===== config.mk =====
export PLATFORM = sky130hd
export DESIGN_NAME = comb_stack
export DESIGN_NICKNAME = d
export VERILOG_FILES = /design/src/rtl/comb_stack.sv
export SDC_FILE = /design/constraint.sdc
export NUM_CORES = 1
export LEC_CHECK = 0
export CORE_MARGIN = 1
export CORE_UTILIZATION = 50
export DETAILED_ROUTE_END_ITERATION = 6
export PLACE_DENSITY_LB_ADDON = 0.3
export SLEW_MARGIN = 10
export SYNTH_ARGS = -nofsm -noshare
export SYNTH_HDL_FRONTEND = slang
export SYNTH_SLANG_ARGS = --single-unit

===== constraint.sdc =====
create_clock -name clk -period 5 [get_ports clk]
set_input_delay 1 -clock clk [delete_from_list [all_inputs] [get_ports clk]]
set_output_delay 1 -clock clk [all_outputs]
set_load 0.005 [all_outputs]

===== src/rtl/comb_stack.sv =====
// LIFO store of (n,k) call frames for the recursive-combination engine.
// Optional high-water-mark tracking on max_depth is built when COMB_STACK_HWM_EN is defined.
module comb_stack #(
  parameter int WIDTH  = 8,
  parameter int DEPTH  = 32,
  parameter int ADDR_W = $clog2(DEPTH)
) (
  input  logic              clk,
  input  logic              rst,
  input  logic              push,
  input  logic              pop,
  input  logic              top,
  input  logic [WIDTH-1:0]  n_in,
  input  logic [WIDTH-1:0]  k_in,
  output logic [WIDTH-1:0]  n_out,
  output logic [WIDTH-1:0]  k_out,
  output logic              empty,
  output logic              full,
  output logic [ADDR_W:0]   count,
  output logic              overflow,
  output logic              underflow,
  output logic [ADDR_W:0]   max_depth
);

  localparam logic [ADDR_W:0] DEPTH_C = DEPTH[ADDR_W:0];

  logic [WIDTH-1:0]  mem_n [DEPTH];
  logic [WIDTH-1:0]  mem_k [DEPTH];

  logic [ADDR_W-1:0] top_addr;
  logic [ADDR_W-1:0] wr_addr;
  logic [ADDR_W:0]   next_count;
  logic              do_write;
  logic              overflow_set;
  logic              underflow_set;

  assign empty    = (count == '0);
  assign full     = (count == DEPTH_C);
  // When count == DEPTH the low address bits are zero, so the wrap yields DEPTH-1.
  assign top_addr = count[ADDR_W-1:0] - ADDR_W'(1);

  always_comb begin
    next_count    = count;
    do_write      = 1'b0;
    wr_addr       = count[ADDR_W-1:0];
    overflow_set  = 1'b0;
    underflow_set = 1'b0;
    if (push && pop && !empty) begin
      do_write = 1'b1;
      wr_addr  = top_addr;
    end else if (push) begin
      if (!full) begin
        do_write   = 1'b1;
        next_count = count + (ADDR_W+1)'(1);
      end else begin
        overflow_set = 1'b1;
      end
    end else if (pop) begin
      if (!empty) begin
        next_count = count - (ADDR_W+1)'(1);
      end else begin
        underflow_set = 1'b1;
      end
    end
  end

  always_ff @(posedge clk) begin
    if (rst) begin
      count     <= '0;
      n_out     <= '0;
      k_out     <= '0;
      overflow  <= 1'b0;
      underflow <= 1'b0;
    end else begin
      count     <= next_count;
      underflow <= underflow_set;
      if (overflow_set) begin
        overflow <= 1'b1;
      end
      if (top && !empty) begin
        n_out <= mem_n[top_addr];
        k_out <= mem_k[top_addr];
      end
    end
  end

  // Frame RAM is deliberately left uninitialised by reset.
  always_ff @(posedge clk) begin
    if (!rst && do_write) begin
      mem_n[wr_addr] <= n_in;
      mem_k[wr_addr] <= k_in;
    end
  end

`ifdef COMB_STACK_HWM_EN
  always_ff @(posedge clk) begin
    if (rst) begin
      max_depth <= '0;
    end else if (next_count > max_depth) begin
      max_depth <= next_count;
    end
  end
`else
  assign max_depth = '0;
`endif

endmodule

* Word-level counts from Yosys, hierarchy flattened
Memory sizes are Yosys's and may differ from the RTL's. A register that Yosys moved wholly into a read port is not among the register bits.
Cells that the tools add are included.
** Storage, ports and cells
- Bits in writable memories :: 512
- Output and inout bits :: 32
- Bits of input ports :: 21
- Word-level logic and storage cells :: 37
- Memories :: 2
- Flip-flop bits (word level) :: 8
** Operators by class
- Equal/unequal tests :: 3
- Reductions and logical operators :: 10
- Multiplexer cells :: 14
- $add $sub $neg :: 3
- Bitwise operators :: 2
** Memories
- mem_k :: depth 32, width 8, rd ports 1, clocked after memory_dff 1, write ports 1, RTL line 28 : logic [WIDTH-1:0] mem_k [DEPTH];
- mem_n :: depth 32, width 8, rd ports 1, clocked after memory_dff 1, write ports 1, RTL line 27 : logic [WIDTH-1:0] mem_n [DEPTH];
** Operators with widths (count)
- 2-to-1 mux 6 bit :: 4
- 2-to-1 mux 1 bit :: 9
- adder 6 x 1 -> 6 bit (second input constant) :: 1
- == test 6 bit (second input constant) :: 1
- zero test 6 bit :: 1
- subtractor 6 x 1 -> 6 bit (second input constant) :: 1
- 2-to-1 mux 5 bit :: 1
- subtractor 5 x 1 -> 5 bit (second input constant) :: 1
- logical AND 1 bit :: 4
- != test 2 bit (second input constant) :: 2
- AND reduction 4 bit :: 1
- OR reduction 4 bit :: 1
- zero test 1 bit :: 2
- inverter 1 bit :: 2
- nonzero test 2 bit :: 1

* Logic depth before layout (Yosys ltp)
- Word-level depth :: 7
- Depth in mapped cells :: 13
- Depth with buffers taken out :: 7

* Least setup slack after synthesis
No wires, ideal clock.
- Path type :: register to register
- Start point :: reg count[0]
- End point :: mem mem_k[1][0] (enable)
- Arrival time :: 3.724 ns
- Setup slack :: 0.866 ns
- Clock period less this slack :: 4.134 ns
- Path buffers :: 5
- Data required time :: 4.591 ns
- Library setup time :: 0.409 ns
- Cell stages (with the launch flop) :: 13
- Cells stage by stage :: dfxtp_1 > buf_4 > buf_4 > buf_4 > inv_1 > ha_1 > buf_4 > or4b_1 > buf_4 > mux2i_4 > mux2i_1 > nand2_1 > nor3_1
** Between the ends
- Elaborated cells on any way between the ends :: 12
- Classes of those cells :: 1 x add/sub; 1 x eq/ne; 6 x mux; 4 x reduce/logical
** RTL lines
- start, declared :: RTL line 19 : output logic [ADDR_W:0] count,
- start signal, assigned :: RTL line 75 : count <= next_count;
- subtractor 5 x 1 -> 5 bit :: RTL line 40 : assign top_addr = count[ADDR_W-1:0] - ADDR_W'(1);
- named net top_addr[0] :: RTL line 30 : logic [ADDR_W-1:0] top_addr;
- 2-to-1 mux 5 bit :: RTL line 48 : if (push && pop && !empty) begin
- end, declared :: RTL line 28
The timed path passes the listed nets, and every way through them passes these cells.

* Worst setup path in the final report
- Start point :: reg count[0]
- End point :: out full
** Between the ends
- Word-level cells in the longest chain between the ends :: 1
** Ends and longest elaborated chain
- == test 6 bit :: RTL line 38 : assign full = (count == DEPTH_C);
- end, declared :: RTL line 18 : output logic full,
Every way passes these cells.

==> impl_metrics.py <==
metrics = {
    "run_status": {
        "run_status": "finished clean",
    },
    "timing": {
        "maxSlewViolCount": 0,
        "tightest_slew_ps": 1122,
        "hold_slack_ps": 470.6,
        "rsz0062_at_grt": "false",
        "setup_slack_ps": 831.3,
        "relSlewSlack": 0.2521,
        "finalCritPeriodShare": 0.8337,
        "setup_tns_ps": 0,
        "finalClockSkew_ps": 19.42,
        "period_needed_ps": 4169,
        "clock.fmax_ghz": 0.2399,
        "setup_viol": 0,
        "hold_violations": 0,
    },
    "grt": {
        "grt_max_degree": 50,
        "grt_pass1_wl_mm": 69.41,
        "grtUsageTotal": 0.2226,
        "grt_pass1_vias": 10369,
        "antenna_found_initial": 0,
        "overflow": 0,
    },
    "synth": {
        "ys_types": 63,
        "postSynth.asyncResetShare": 0,
        "ys_warn_count": 0,
        "synth_top_family_by_area": "multiplexers",
        "synth_common_cells": "edfxtp_1 (512), mux4_2 (128), nand2_1 (62), nor2_1 (41), dfxtp_1 (24)",
        "synth_xor_area_frac": 0.002828,
        "synth_compound_area_frac": 0.04484,
        "ys_seq_area_frac": 0.7467,
        "synthCells": 1045,
        "syn_area_per_cell_um2": 20.32,
        "synthTopCellsByArea": "edfxtp_1 (72%), mux4_2 (14%), dfxtp_1 (2.3%)",
        "yosysTopAreaCell": "edfxtp_1",
        "yosys_register_bits": 536,
        "synthAdderAreaFrac": 0.003889,
        "synthSimpleGateAreaFrac": 0.03105,
        "synth_edf_count": 512,
        "synth_mux_area_frac": 0.1493,
        "synth_top_area_frac": 0.7241,
        "synth.most_common_cell": "edfxtp_1",
        "synth_area_um2": 21230,
        "synth_flop_cell": "edfxtp_1",
    },
    "cells_and_area": {
        "finalInstanceArea_um2": 24190,
        "finalNetCount": 1171,
        "fin_cells": 1726,
        "syn2layout_area_growth_pct": 13.92,
        "antenna_cells": 0,
        "drive_gt1_frac": 0.2612,
    },
    "place": {
        "post-place-ws_ps": 928.0,
        "io_buffers": 46,
        "place_area_um2": 22520,
        "place_hpwl_mm": 28.66,
        "place_congestion": 0.8669,
        "place_inst": 1629,
    },
    "worst_setup_path": {
        "end_kind": "output port",
        "crit_path_start_kind": "flip-flop",
        "crit_fanout": 16,
        "worstPathRequired_ps": 4000,
        "crit_arrival_ps": 3170,
        "crit_type": "flip-flop to output port",
    },
    "pwr": {
        "power.leakage_uw": 0.007627,
        "ir_drop_uv": 360.2,
        "pwr_density_cell_nw_per_um2": 557.6,
    },
    "drt": {
        "top_layer_used": "met4",
        "wl_per_cell_um": 27.18,
        "drc": 0,
        "drt_wl_total_mm": 46.92,
        "wl_met1_mm": 19.23,
        "routed_via_density": 6.020,
        "first_iter_violations": 884,
        "via_count": 10391,
        "route.met3.wl_mm": 2.803,
        "wl_met2_mm": 23.62,
        "dr.pass1.iters": 7,
        "ant_nets": 0,
    },
    "floorplan": {
        "ios": 53,
        "start_util": 0.5062,
        "dieArea_um2": 43300,
        "num_rows": 75,
        "fp.dieW_um": 208.1,
        "core-area_um2": 41950,
        "die_h_um": 208.1,
    },
    "clocking": {
        "h-tree-depth": 2,
        "cts.sinks": 536,
        "cts.clk_slew.worst_paths_ps": 60,
        "cts_tree": "yes",
        "clk_latency_ps": 600,
        "numCtsBuffers": 52,
        "cts.path.max_buffers": 3,
        "root_buffer": "clkbuf_16",
        "cts_resized": 0,
        "hold_buffers": 0,
        "cts_setup_buffers": 0,
    },
    "worst_hold_path": {
        "worstHoldPathType": "flip-flop to flip-flop",
    },
    "flow_run": {
        "cap_viol_max_count": 0,
    },
}
==> sequential cells by signal, summed over array words and instances (netlist names) <==
register,flops
mem_n,256
k_out,8
count,6
n_out,8
mem_k,256
overflow,1
underflow,1
==> cells in the final DEF (no fill, tap or decap), drive strengths merged, types with 24 or more instances in the layout <==
cell	count
nand2	63
clkbuf	62
inv	25
clkinv	27
dfxtp	24
clkdlybuf4s50	46
buf	56
mux4	128
nor2	41
edfxtp	512
==> where the power goes <==
group          switching (uW)  internal [uW]
combinational            2540           1850
clock                    1650           2180
sequential                130           5140
total                    4320           9170
==> per-layer routing <==
layer	track usage	vias to the layer above
met2	0.3654	362
met5	0	-
met3	0.03260	65
li1	-	4522
met4	0.07663	0
met1	0.3082	5442
==> worst paths after layout <==
kind / start / end / slack (ps) / cells after the start
worst min-delay path: n_out[7] / n_out[7] / 470 / 1
worst min register to register: n_out[7] / n_out[7] / 470 / 1
worst max register to register: count[0] / mem_k[24][0] / 1210 / 7
worst max-delay path: count[0] / full / 830 / 5
==> cell families (layout without fill, tap and decap cells) <==
family / count (synthesis) / count (layout)
xor gates and xnor gates: 6 / 6
adders and majority gates: 6 / 6
other: 1 / 6
muxes: 153 / 153
buffers and inverters: 86 / 223
AOI/OAI and AO/OA: 112 / 112
DFF: 536 / 536
and+or+nand+nor: 145 / 145
==> cell type report <==
type	instances	area, um^2
well taps	539	674.4
multi-input cells	428	5017
repair buffers	102	880.8
inverters	24	90.09
fillers	3024	17760
clock inverters	35	330.3
flip-flops and latches	536	15860
clock buffers	62	1339
==> metrics by stage <==
stage,util,total power [uW]
after floorplan,-,8267
after global placement,0.5369,9741
after detailed placement,0.5369,9781
after CTS,0.5767,13600
after global routing,0.5767,13970
final,0.5767,13490
==> worst max-delay path, cell delays in order (launching register included) <==
cell and delay [ps]:
dfxtp_4 430, inv_1 250, ha_4 320, or4b_1 650, nor2_1 330, clkdlybuf4s50_1 570
Power figures use the tool's default switching activity.
